--- src/rtl/pacman_pkg.sv ---
// pacman_pkg: constants and types shared by the Pac-Man blocks.
//   Tile geometry, map limits, sprite width, colour constants, direction codes,
//   plotter state encoding and tile-to-pixel coordinate helpers.
package pacman_pkg;

  localparam int unsigned TILE      = 5;
  localparam int unsigned MAP_MAX_X = 26;
  localparam int unsigned MAP_MAX_Y = 23;
  localparam int unsigned SHAPE_W   = 25;

  localparam logic [2:0] COLOUR_PAC = 3'b110;
  localparam logic [2:0] COLOUR_BG  = 3'b000;

  typedef enum logic [2:0] {
    DirWait  = 3'd0,
    DirRight = 3'd1,
    DirUp    = 3'd2,
    DirLeft  = 3'd3,
    DirDown  = 3'd4
  } dir_e;

  typedef enum logic [1:0] {
    StIdle  = 2'd0,
    StErase = 2'd1,
    StDraw  = 2'd2,
    StDone  = 2'd3
  } plot_state_e;

  // 8-bit arithmetic on purpose: out-of-range tiles wrap rather than clamp.
  function automatic logic [7:0] pixel_x(logic [7:0] tile_x, logic [2:0] col);
    logic [7:0] base;
    base = tile_x * 8'(TILE);
    return base + {5'b0, col};
  endfunction

  function automatic logic [6:0] pixel_y(logic [6:0] tile_y, logic [2:0] row);
    logic [6:0] base;
    base = tile_y * 7'(TILE);
    return base + {4'b0, row};
  endfunction

  function automatic logic [4:0] shape_idx(logic [2:0] row, logic [2:0] col);
    return ({2'b0, row} * 5'(TILE)) + {2'b0, col};
  endfunction

endpackage

--- src/rtl/tile_pixel_counter.sv ---
// tile_pixel_counter: walks the 5x5 pixels of one tile, col inner, row outer.
//   clock    in   system clock
//   reset_n  in   synchronous active-low reset
//   i_clear  in   return to (0,0); wins over i_inc
//   i_inc    in   advance one pixel, wrapping (4,4) -> (0,0)
//   o_col    out  current column 0..4
//   o_row    out  current row 0..4
//   o_last   out  high at (4,4)
module tile_pixel_counter
  import pacman_pkg::*;
(
  input  logic       clock,
  input  logic       reset_n,
  input  logic       i_clear,
  input  logic       i_inc,
  output logic [2:0] o_col,
  output logic [2:0] o_row,
  output logic       o_last
);

  localparam logic [2:0] LastIdx = 3'(TILE - 1);

  logic [2:0] r_col;
  logic [2:0] r_row;

  always_ff @(posedge clock) begin
    if (!reset_n || i_clear) begin
      r_col <= 3'd0;
      r_row <= 3'd0;
    end else if (i_inc) begin
      if (r_col == LastIdx) begin
        r_col <= 3'd0;
        r_row <= (r_row == LastIdx) ? 3'd0 : r_row + 3'd1;
      end else begin
        r_col <= r_col + 3'd1;
      end
    end
  end

  assign o_col  = r_col;
  assign o_row  = r_row;
  assign o_last = (r_col == LastIdx) && (r_row == LastIdx);

endmodule

--- src/rtl/pacman_plotter.sv ---
// pacman_plotter: on each go rising edge, erases the sprite at the previous tile and draws
//   the new 5x5 sprite at the new tile, one pixel per clock into the VGA adapter write port.
//   clock       in   system clock
//   reset_n     in   synchronous active-low reset
//   go          in   frame tick; request = rising edge
//   x_in/y_in   in   new tile coordinates (8b / 7b)
//   shape_in    in   25-bit sprite, bit row*5+col, row 0 top, col 0 left
//   vga_x/vga_y out  pixel coordinates
//   vga_colour  out  pixel colour
//   vga_plot    out  write strobe
//   busy        out  high while erasing, drawing or finishing a frame
//   done        out  one-cycle end-of-frame pulse
// Build option: PLOTTER_SKIP_SAME_EN skips the erase pass when the new tile equals the old.
module pacman_plotter
  import pacman_pkg::*;
#(
  parameter logic [2:0] PAC_COLOUR = COLOUR_PAC,
  parameter logic [2:0] BG_COLOUR  = COLOUR_BG,
  parameter logic [7:0] RESET_X    = 8'd0,
  parameter logic [6:0] RESET_Y    = 7'd0
) (
  input  logic                 clock,
  input  logic                 reset_n,
  input  logic                 go,
  input  logic [7:0]           x_in,
  input  logic [6:0]           y_in,
  input  logic [SHAPE_W-1:0]   shape_in,
  output logic [7:0]           vga_x,
  output logic [6:0]           vga_y,
  output logic [2:0]           vga_colour,
  output logic                 vga_plot,
  output logic                 busy,
  output logic                 done
);

  plot_state_e        r_state;
  logic               r_go_q;
  logic               r_pending;
  logic [7:0]         r_prev_x, r_cur_x, r_pend_x;
  logic [6:0]         r_prev_y, r_cur_y, r_pend_y;
  logic [SHAPE_W-1:0] r_cur_shape, r_pend_shape;
  logic [7:0]         r_x;
  logic [6:0]         r_y;
  logic [2:0]         r_colour;
  logic               r_plot, r_busy, r_done;

  logic               w_edge;
  logic               w_active;
  logic [2:0]         w_col, w_row;
  logic               w_last;
  logic [7:0]         w_launch_x;
  logic [6:0]         w_launch_y;
  logic [SHAPE_W-1:0] w_launch_shape;
  logic               w_skip;

  assign w_edge   = go & ~r_go_q;
  assign w_active = (r_state == StErase) || (r_state == StDraw);

  tile_pixel_counter u_counter (
    .clock   (clock),
    .reset_n (reset_n),
    .i_clear (~w_active),
    .i_inc   (w_active),
    .o_col   (w_col),
    .o_row   (w_row),
    .o_last  (w_last)
  );

  // In DONE a fresh edge beats an older pending request; otherwise take the live inputs.
  assign w_launch_x     = (r_state == StDone && !w_edge) ? r_pend_x     : x_in;
  assign w_launch_y     = (r_state == StDone && !w_edge) ? r_pend_y     : y_in;
  assign w_launch_shape = (r_state == StDone && !w_edge) ? r_pend_shape : shape_in;

`ifdef PLOTTER_SKIP_SAME_EN
  // In DONE the current tile is about to become the previous one.
  logic [7:0] w_ref_x;
  logic [6:0] w_ref_y;
  assign w_ref_x = (r_state == StDone) ? r_cur_x : r_prev_x;
  assign w_ref_y = (r_state == StDone) ? r_cur_y : r_prev_y;
  assign w_skip  = (w_launch_x == w_ref_x) && (w_launch_y == w_ref_y);
`else
  assign w_skip = 1'b0;
`endif

  always_ff @(posedge clock) begin
    if (!reset_n) begin
      r_state      <= StIdle;
      r_go_q       <= 1'b0;
      r_pending    <= 1'b0;
      r_prev_x     <= RESET_X;
      r_prev_y     <= RESET_Y;
      r_cur_x      <= 8'd0;
      r_cur_y      <= 7'd0;
      r_cur_shape  <= '0;
      r_pend_x     <= 8'd0;
      r_pend_y     <= 7'd0;
      r_pend_shape <= '0;
      r_x          <= 8'd0;
      r_y          <= 7'd0;
      r_colour     <= 3'd0;
      r_plot       <= 1'b0;
      r_busy       <= 1'b0;
      r_done       <= 1'b0;
    end else begin
      r_go_q <= go;
      r_plot <= 1'b0;
      r_done <= 1'b0;

      // Requests arriving mid-frame are parked; the latest one wins.
      if (w_edge && w_active) begin
        r_pending    <= 1'b1;
        r_pend_x     <= x_in;
        r_pend_y     <= y_in;
        r_pend_shape <= shape_in;
      end

      unique case (r_state)
        StIdle: begin
          r_busy <= 1'b0;
          if (w_edge) begin
            r_cur_x     <= w_launch_x;
            r_cur_y     <= w_launch_y;
            r_cur_shape <= w_launch_shape;
            r_state     <= w_skip ? StDraw : StErase;
          end
        end
        StErase: begin
          r_busy   <= 1'b1;
          r_plot   <= 1'b1;
          r_x      <= pixel_x(r_prev_x, w_col);
          r_y      <= pixel_y(r_prev_y, w_row);
          r_colour <= BG_COLOUR;
          if (w_last) r_state <= StDraw;
        end
        StDraw: begin
          r_busy   <= 1'b1;
          r_plot   <= 1'b1;
          r_x      <= pixel_x(r_cur_x, w_col);
          r_y      <= pixel_y(r_cur_y, w_row);
          r_colour <= r_cur_shape[shape_idx(w_row, w_col)] ? PAC_COLOUR : BG_COLOUR;
          if (w_last) r_state <= StDone;
        end
        StDone: begin
          r_busy    <= 1'b1;
          r_done    <= 1'b1;
          r_prev_x  <= r_cur_x;
          r_prev_y  <= r_cur_y;
          r_pending <= 1'b0;
          if (w_edge || r_pending) begin
            r_cur_x     <= w_launch_x;
            r_cur_y     <= w_launch_y;
            r_cur_shape <= w_launch_shape;
            r_state     <= w_skip ? StDraw : StErase;
          end else begin
            r_state <= StIdle;
          end
        end
        default: r_state <= StIdle;
      endcase
    end
  end

  assign vga_x      = r_x;
  assign vga_y      = r_y;
  assign vga_colour = r_colour;
  assign vga_plot   = r_plot;
  assign busy       = r_busy;
  assign done       = r_done;

endmodule

--- config.mk ---
export PLATFORM = sky130hd
export DESIGN_NAME = pacman_plotter
export DESIGN_NICKNAME = d
export VERILOG_FILES = /design/src/rtl/pacman_pkg.sv /design/src/rtl/tile_pixel_counter.sv /design/src/rtl/pacman_plotter.sv
export SDC_FILE = /design/constraint.sdc
export NUM_CORES = 1
export LEC_CHECK = 0
export CORE_AREA = 2 2 115 117
export CTS_CLUSTER_SIZE = 12
export DETAILED_ROUTE_END_ITERATION = 8
export DIE_AREA = 0 0 117 119
export PLACE_DENSITY = 0.75
export SETUP_SLACK_MARGIN = 0.1
export SYNTH_ARGS = -nofsm -noshare
export SYNTH_HDL_FRONTEND = slang
export SYNTH_SLANG_ARGS = --single-unit
--- constraint.sdc ---
create_clock -name clock -period 3.1 [get_ports clock]
set_clock_uncertainty 0.15 [all_clocks]
set_input_delay 0.31 -clock clock [delete_from_list [all_inputs] [get_ports clock]]
set_output_delay 0.31 -clock clock [all_outputs]
set_load 0.02 [all_outputs]
==> metrics.txt <==
outcome complete, no violations; CP max-delay cell fa_1; via count 5750; commonest non-fill, non-tap cell in the layout nand2_1; DP HPWL 11000 um; detailed-router iteration count before antenna repair 5; Setup CP Type reg2reg; critical path's top delay family adder cells; DRC errors left 0; hold slack final 0.306 ns; Max VDD drop 0.000358 V; Cell Count, Final, Fillers Out 1015; CP endpoint kind flop; Finished Cell Area 0.00817 mm^2; Routability Congestion 0.846; register area share after synthesis 0.365; largest net degree at the start of global routing 100; Leak Pwr 3.46 nW; Placed Cells 983; Num CTS Buffers 17; Initial Util 0.528; total track usage 0.241; fmax 0.359 GHz; CTS tree done; Filler cells 1059; Slew Limit Fails 0; synth-to-layout area growth 20.1%; CP Cell Sequence ha_1 > ha_1 > fa_1 > nor4b_1 > o21ai_0 > a211o_1 > a31oi_1; Reg clk slew, reported paths 0.05 ns; max_cap viols 0; clk buf depth 2; Final ANT Viol Nets 0; arrival time at the worst endpoint 2.98 ns; share of cells above drive strength 1 0.0667; synthesized area 0.00680 mm^2; clk_lat worst skew 0.42 ns; first-pass GRT wire length 26700 um; ys async rst share 0; final net count 957; CTS hold repair buffers 0; initial antenna violation count 0; Critical Path Max Stage Delay 0.57 ns; grt ovf 0; Hold Vio Cnt, Final 0; EDFF count, synth 0; Wirelength per Cell 15.7 um; register area 0.00248 mm^2; Ports 64; main flop type after synthesis dfxtp_1; H-tree depth 4; post-CTS sizing 0; worst min path class reg2reg; FF+latch count, synth 124; post-route clock period utilization 0.897; Avg Synthesized Cell Area 8.72 um^2; CP max FO 6; syn nets 911; Iteration-0 DRC Markers 326; Synth Instances 780; post-synth cell types 46; CTS sink cnt 124; footprint of the multi-input gates 0.00405 mm^2; CP Launch Type flop; Worst path most repeated cell ha_1; Core Area 0.0129 mm^2; Routed WL 15900 um; Yosys warning count 0; Die H 119 um; number of setup violations in the final report 0; vias per cell 5.67; diodes inserted 0; Final Util 0.634; post-CTS setup buffers 0; Buf/Inv on CP 0; PwrDens 768 mW/mm^2; unrepaired setup endpoints after global routing false; commonest non-fill, non-tap cells in the layout nand2_1, dfxtp_1, ha_1; crit path time final 2.78 ns; Worst Path Required 3.30 ns; Root Driver clkbuf_16; placed cell areas 0.00760 mm^2; Die Width 117 um; number of global-route vias before repair 5619; die area 0.0139 mm^2; TNS Setup 0 ns; input/output buffers 62; Rows 42
-- worst min-delay path: stages, from the launching register on --
cell     delay, ns
dfxtp_1       0.31
nand2_1       0.05
a21oi_1       0.05
-- layer usage --
metal | GRT usage | vias up | wire length [um]
met5 | 0 | - | 0
met4 | 0.0956 | 0 | 304
met3 | 0.0529 | 22 | 701
met2 | 0.368 | 149 | 7290
met1 | 0.332 | 2716 | 7640
li1 | - | 2863 | -
-- cell type report --
cell class | instances | share of cell area
Multi-Input combinational cell | 587 | 0.496
Sequential cell | 124 | 0.304
Timing Repair Buffer | 79 | 0.0962
Clock buffer | 20 | 0.0572
Tap cell | 176 | 0.0270
Clock inverter | 12 | 0.0118
Inverter | 17 | 0.00781
-- cells in the mapped netlist, types with 2 or more instances --
cell       count  area [um^2]
nor3_1         6         30.0
buf_1          2         7.51
a211oi_1      15          113
clkbuf_1      44          165
a311oi_1      43          377
dfxtp_1      124         2480
nand2_1      132          495
nor2_1        82          308
a21o_1         9         67.6
a2111oi_0      2         17.5
xor2_1         7         61.3
a21oi_1       53          265
mux4_2         2         45.0
nand3_1       42          210
mux4_1         5          131
a211o_1        3         26.3
o21ai_0       19         95.1
nand4b_1       2         17.5
and2_1         4         25.0
fa_1           5          100
o21a_1         6         45.0
a31oi_1        4         25.0
nand2b_1       2         12.5
nor2b_1        5         31.3
o211ai_1       2         15.0
o21bai_1       2         15.0
xnor2_1       15          131
ha_1          83         1040
clkinv_1       2         7.51
and3_1         2         12.5
buf_2          3         15.0
buf_4          2         15.0
mux2i_1       24          240
inv_1         15         56.3
-- kinds of logic (layout without fill, tap and decap cells) --
family                   count (synthesis)  after routing  synth area share
AO/OA/AOI/OAI                          163            163             0.163
other                                    1              1          0.000552
flip-flops                             124            124             0.365
AND/OR/NAND/NOR                        282            282             0.174
buffers and inverters                   69            128            0.0409
XOR/XNOR                                22             22            0.0283
adder cells (fa/ha/maj)                 88             88             0.167
multiplexers                            31             31            0.0613
-- registers in the layout, summed over array words and instances (netlist names), 2 cells and up --
name,flops
r_pend_x,8
r_prev_x,8
r_prev_y,7
r_pend_y,7
u_counter.o_col,3
vga_x,8
r_cur_x,8
r_cur_y,7
vga_y,7
r_cur_shape,25
r_state,2
u_counter.o_row,3
r_pend_shape,25
-- path summary, 6_finish.rpt --
kind	from	to	slack, ns	cells past startpoint
max	u_counter.o_row[0]	vga_colour[1]	0.32	7
max reg2reg	u_counter.o_row[0]	vga_colour[1]	0.32	7
min reg2reg	r_pend_shape[10]	r_pend_shape[10]	0.31	2
min	r_pend_shape[10]	r_pend_shape[10]	0.31	2
-- metrics by stage --
stage / worst slack (ns) / total power, mW
CTS: 0.311 / 6.29
global placement: 0.378 / 4.35
finish: 0.318 / 6.27
detailed placement: 0.330 / 4.40
floorplan: 0.539 / 3.72
global route: 0.126 / 6.66
-- power by group --
group	switching (mW)	internal, mW	total [mW]	leakage (nW)
logic	1.28	0.929	2.20	2.17
clock network	0.705	1.15	1.86	0.277
registers	0.255	1.95	2.21	1.01
No activity file was read; power rests on OpenSTA's default activity.
